==> src/rtl/pipe_reg_chain_pkg.sv <==
// pipe_pkg: shared stage state encoding and occupancy width helper
package pipe_pkg;
  typedef enum logic [1:0] {ST_EMPTY = 2'd0, ST_BUSY = 2'd1, ST_FULL = 2'd2} stage_state_t;
  function automatic int occ_w(input int depth);
    return $clog2(2 * depth + 1);
  endfunction
endpackage

==> src/rtl/pipe_skid_stage.sv <==
// pipe_skid_stage: one skid-buffer stage with ready derived from state only, plus flush
module pipe_skid_stage
  import pipe_pkg::*;
#(
  parameter int WIDTH = 32,
  parameter logic [WIDTH-1:0] RESET_VAL = '0
) (
  input  logic             clk,
  input  logic             reset,
  input  logic             flush,
  input  logic             in_valid,
  output logic             in_ready,
  input  logic [WIDTH-1:0] in_data,
  output logic             out_valid,
  input  logic             out_ready,
  output logic [WIDTH-1:0] out_data
);
  stage_state_t state, state_nx;
  logic [WIDTH-1:0] main, skid;
  logic accept, pop, load_main, load_skid;
  assign in_ready  = state != ST_FULL;
  assign out_valid = state != ST_EMPTY;
  assign out_data  = main;
  assign accept    = in_valid & in_ready;
  assign pop       = out_valid & out_ready;
  always_comb begin
    state_nx  = state;
    load_main = 1'b0;
    load_skid = 1'b0;
    case (state)
      ST_EMPTY: begin
        load_main = accept;
        state_nx  = accept ? ST_BUSY : ST_EMPTY;
      end
      ST_BUSY: begin
        load_main = accept & pop;
        load_skid = accept & ~pop;
        state_nx  = (accept & ~pop) ? ST_FULL : (~accept & pop) ? ST_EMPTY : ST_BUSY;
      end
      ST_FULL: begin
        load_main = pop;
        state_nx  = pop ? ST_BUSY : ST_FULL;
      end
      default: state_nx = ST_EMPTY;
    endcase
    // flush empties the stage but leaves the data registers untouched
    if (flush) begin
      state_nx  = ST_EMPTY;
      load_main = 1'b0;
      load_skid = 1'b0;
    end
  end
  always_ff @(posedge clk or posedge reset) begin
    if (reset) begin
      state <= ST_EMPTY;
      main  <= RESET_VAL;
      skid  <= RESET_VAL;
    end else begin
      state <= state_nx;
      if (load_main) main <= (state == ST_FULL) ? skid : in_data;
      if (load_skid) skid <= in_data;
    end
  end
endmodule

==> src/rtl/pipe_reg_chain.sv <==
// pipe_reg_chain: DEPTH cascaded skid stages under valid/ready with flush and occupancy count
module pipe_reg_chain
  import pipe_pkg::*;
#(
  parameter int WIDTH = 32,
  parameter int DEPTH = 2,
  parameter logic [WIDTH-1:0] RESET_VAL = '0
) (
  input  logic                           clk,
  input  logic                           reset,
  input  logic                           flush,
  input  logic                           in_valid,
  output logic                           in_ready,
  input  logic [WIDTH-1:0]               in_data,
  output logic                           out_valid,
  input  logic                           out_ready,
  output logic [WIDTH-1:0]               out_data,
  output logic [$clog2(2*DEPTH+1)-1:0]   occupancy
);
  localparam int OW = occ_w(DEPTH);
  logic [DEPTH:0] v, r;
  logic [WIDTH-1:0] d [DEPTH+1];
  assign v[0]      = in_valid;
  assign d[0]      = in_data;
  assign in_ready  = r[0];
  assign out_valid = v[DEPTH];
  assign out_data  = d[DEPTH];
  assign r[DEPTH]  = out_ready;
  for (genvar k = 0; k < DEPTH; k++) begin : g_stage
    pipe_skid_stage #(.WIDTH(WIDTH), .RESET_VAL(RESET_VAL)) u_stage (
      .clk       (clk),
      .reset     (reset),
      .flush     (flush),
      .in_valid  (v[k]),
      .in_ready  (r[k]),
      .in_data   (d[k]),
      .out_valid (v[k+1]),
      .out_ready (r[k+1]),
      .out_data  (d[k+1])
    );
  end
  always_ff @(posedge clk or posedge reset) begin
    if (reset) occupancy <= '0;
    else if (flush) occupancy <= '0;
    else occupancy <= occupancy + OW'(in_valid & in_ready) - OW'(out_valid & out_ready);
  end
  a_occ_max: assert property (@(posedge clk) disable iff (reset) occupancy <= OW'(2 * DEPTH));
  a_valid_occ: assert property (@(posedge clk) disable iff (reset) out_valid |-> occupancy != '0);
endmodule

==> config.mk <==
export PLATFORM = sky130hd
export DESIGN_NAME = pipe_reg_chain
export DESIGN_NICKNAME = d
export VERILOG_FILES = /design/src/rtl/pipe_reg_chain_pkg.sv /design/src/rtl/pipe_skid_stage.sv /design/src/rtl/pipe_reg_chain.sv
export SDC_FILE = /design/constraint.sdc
export NUM_CORES = 1
export LEC_CHECK = 0
export ABC_AREA = 0
export BUFFER_PORTS_ARGS = -buffer_cell sky130_fd_sc_hd__clkbuf_2
export CORE_ASPECT_RATIO = 2
export CORE_MARGIN = 2
export CORE_UTILIZATION = 53
export DETAILED_ROUTE_END_ITERATION = 7
export GPL_TIMING_DRIVEN = 0
export MAX_ROUTING_LAYER = met4
export PLACE_DENSITY_LB_ADDON = 0.1
export SYNTH_ARGS = -nofsm -noshare
export SYNTH_HDL_FRONTEND = slang
export SYNTH_SLANG_ARGS = --single-unit
==> constraint.sdc <==
create_clock -name clk -period 5.1 [get_ports clk]
set_clock_uncertainty 0.15 [all_clocks]
set_input_delay 1.53 -clock clk [delete_from_list [all_inputs] [get_ports clk]]
set_output_delay 1.53 -clock clk [all_outputs]
set_load 0.1 [all_outputs]
==> impl_metrics.csv <==
group,metric,value,unit
timing,tightestPinTransition,626.9,ps
placed_design,dpl_cell_area,6830,um2
setup_path,timing.reg2reg.setup_slack,2750,ps
setup_path,timing.rr.end,"occupancy[2]",
route,initialDrtViolationCount,221,
clock_network,htree_levels,4,
power_and_ir_drop,power_frac_clock,0.294,
yosys,post-synth-top-area-cell,"dfrtp_1",
route,dr.pass1.iters,5,
yosys,netlist_area,6220,um2
finish,insertedDiodeCount,0,
yosys,syn_nets,601,
yosys,postSynthAreaPerCell,11.07,um2
die,core-area,11560,um2
global_route,globalRouteOverflowTotal,0,
route,routed_via_density,5.186,
die,chipWidth,80.60,um
setup_path,cp-end-kind,"output pin",
clock_network,holdBufCountCts,0,
global_route,grt_usage,0.2279,
timing,timing_hold_violations_final,0,
clock_network,ctsRootBufferMaster,"clkbuf_16",
yosys,number_of_warnings_issued_by_yosys,0,
die,fp.dieArea,12670,um2
placed_design,pre_cts_slack,1437,ps
clock_network,clock-sinks,135,
placed_design,io_buffers,73,
global_route,most_utilized_layer_in_the_global_route_result,"met2",
setup_path,critPathLaunchType,"flop",
flow_run,max_cap_violations,0,
timing,final.period_utilization,0.8036,
power_and_ir_drop,power.ir.vdd_worst,0.3467,mV
placed_design,numPlacedInstances,783,
outcome,outcome,"completed",
clock_network,numCtsBuffers,17,
setup_path,capturing_element_of_the_worst_setup_path,"in_ready",
yosys,number_of_synthesized_register_bits,135,
yosys,synth_top_area_share,0.5432,
setup_path,worst-setup-path-type,"flop to output pin",
power_and_ir_drop,swShare,0.3814,
clock_network,tritoncts,"built",
yosys,synth_top_cells_by_area,"dfrtp_1, mux2_2, nand2_1",
yosys,synth_seq_area_share,0.5432,
global_route,grt_pass1_wl,20.96,mm
power_and_ir_drop,seq_power_share,0.365,
global_route,groute.layer.met2.usage,0.3683,
power_and_ir_drop,power_switching,1.540,mW
setup_path,crit-reg2reg-launch,"g_stage[0].u_stage.state[1]",
timing,timing.final.crit_period,4099,ps
finish,fin_cells,814,
placed_design,dp_hpwl,8.699,mm
clock_network,cts.reportedPaths.clkPinSlew,50,ps
global_route,largest_net_degree_at_the_start_of_global_routing,42,
placed_design,gp_congestion,0.7874,
route,wl,12.97,mm
clock_network,cells_resized_by_post_cts_repair,0,
timing,max-slew-margin-rel,0.5821,
timing,fin_setup_tns,0,ps
yosys,synth_most_common_cell,"nand2_1",
die,chipHeight,157.2,um
setup_path,timing.critical_path.fanout_max,10,
timing,drv_slew,0,
die,floorplan.io_pins,74,
global_route,met3_track_usage_gr,0.05619,
worst_hold_path,holdCritPathClass,"flop to flop",
route,routed_len_inst,15.93,um
yosys,ys_dominant_reg_cell,"dfrtp_1",
die,fp-row-count,56,
clock_network,post_cts.repair.setup_buffers,0,
finish,post-route-cell-area,7405,um2
finish,areaGrowthSynthToFinish,19.05,%
yosys,postSynthCellCount,562,
global_route,global_route.usage.met1,0.2775,
power_and_ir_drop,p_comb_frac,0.341,
yosys,synth_top_cells_by_count,"nand2_1, dfrtp_1, mux2_2",
global_route,via_count_of_the_first_global_routing_pass,4187,
yosys,synth_enable_flop_cells,0,
setup_path,crit_required,3420,ps
route,drc,0,
clock_network,worstSkewPairLatency,410,ps
power_and_ir_drop,cell_internal_pwr,2.498,mW
finish,layout-drive-gt1-share,0.3857,
timing,final-setup-viol-count,0,
global_route,antenna_found_initial,0,
power_and_ir_drop,total_leakage_power,3.660,nW
setup_path,worst-endpoint-arrival,2420,ps
setup_path,crit_start,"g_stage[0].u_stage.state[1]",
setup_path,reg2reg_depth,10,
worst_hold_path,hp-start,"g_stage[1].u_stage.out_data[10]",
power_and_ir_drop,fin_total_pwr,4.038,mW
finish,finish.net_count,696,
route,routed-via-count,4221,
timing,highest_clock_frequency_the_design_can_meet,244.0,MHz
timing,grt_setup_unrepaired,"no",
power_and_ir_drop,p_per_area,545.4,nW/um2
timing,layout_setup_ws,1001,ps
yosys,synth_cell_types,36,
route,antenna_violating_nets_post_route,0,
clock_network,cts_buffer_depth,2,
yosys,synth_async_sr_flop_share,1.000,
die,start_util,0.5380,
[cells by family after synthesis]
family / count (synthesis) / synth area share
AO/OA/AOI/OAI: 44 / 0.04808
XOR/XNOR: 2 / 0.002817
adder cells (fa/ha/maj): 2 / 0.005230
buffers and inverters: 67 / 0.07061
flip-flops: 135 / 0.5432
multiplexers: 97 / 0.1935
AND/OR/NAND/NOR: 215 / 0.1366
[layout by cell type (no fill, tap or decap), drive strengths merged, types with 2 or more instances in the layout]
cell,synthesis,final
a21oi,4,4
a31oi,32,32
buf,53,56
bufinv,0,2
clkbuf,11,106
clkinv,0,5
clkinvlp,0,3
dfrtp,135,135
inv,3,2
mux2,96,96
nand2,164,164
nand2b,2,2
nand3,2,2
nor2,36,36
nor2b,4,4
o21ai,2,2
[critical path, cell delays in order (launching register included)]
cell      delay (ps)
dfrtp_1          430
nor2b_1          150
buf_2            180
inv_2            200
clkbuf_1         480
clkbuf_2         560
[state kept, by name, indices dropped and copies added, names as in the netlist]
signal	count
occupancy	3
g_stage.u_stage.state	4
g_stage.u_stage.out_data	64
g_stage.u_stage.skid	64
[per-layer routing]
layer / part of all wire / up-vias
met5: 0 / -
met4: 0.015 / 0
met3: 0.033 / 17
met2: 0.51 / 88
met1: 0.44 / 2088
li1: - / 2028
[final cells by class]
| class | count | area [um2] |
|---|---|---|
| fillers | 949 | 4156 |
| flip-flops and latches | 135 | 3378 |
| multi-input cells | 360 | 2402 |
| clock buffers | 22 | 474.2 |
| plain buffers | 64 | 427.9 |
| repair buffers | 76 | 425.4 |
| well taps | 145 | 181.4 |
| clock inverters | 9 | 100.1 |
| inverters | 3 | 15.01 |
[stage by stage]
stage / utilization / hold WS [ps]
3_3_place_gp: 0.5856 / 336.9
6_report: 0.6405 / 353.6
4_1_cts: 0.6405 / 354.8
5_1_grt: 0.6405 / 366.7
3_5_place_dp: 0.5908 / 342.9
2_1_floorplan: - / 329.2
[power groups by stage]
stage,clock [mW],sequential (mW),combinational [mW]
6_report,1.19,1.47,1.38
5_1_grt,1.25,1.51,1.45
4_1_cts,1.21,1.48,1.39
3_5_place_dp,0,1.49,1.39
3_3_place_gp,0,1.48,1.36
2_1_floorplan,0,1.49,1.18
[how the worst min path moves through the flow]
stage | end | slack (ps) | cells after the start
detailed placement | g_stage[0].u_stage.skid[12] | 340 | 1
global placement | g_stage[1].u_stage.skid[29] | 340 | 1
floorplan | g_stage[0].u_stage.skid[29] | 330 | 1
finish | g_stage[1].u_stage.out_data[10] | 350 | 1
global route | g_stage[1].u_stage.skid[28] | 370 | 1
CTS | g_stage[1].u_stage.skid[25] | 350 | 1
(Power assumes the default switching activity.)
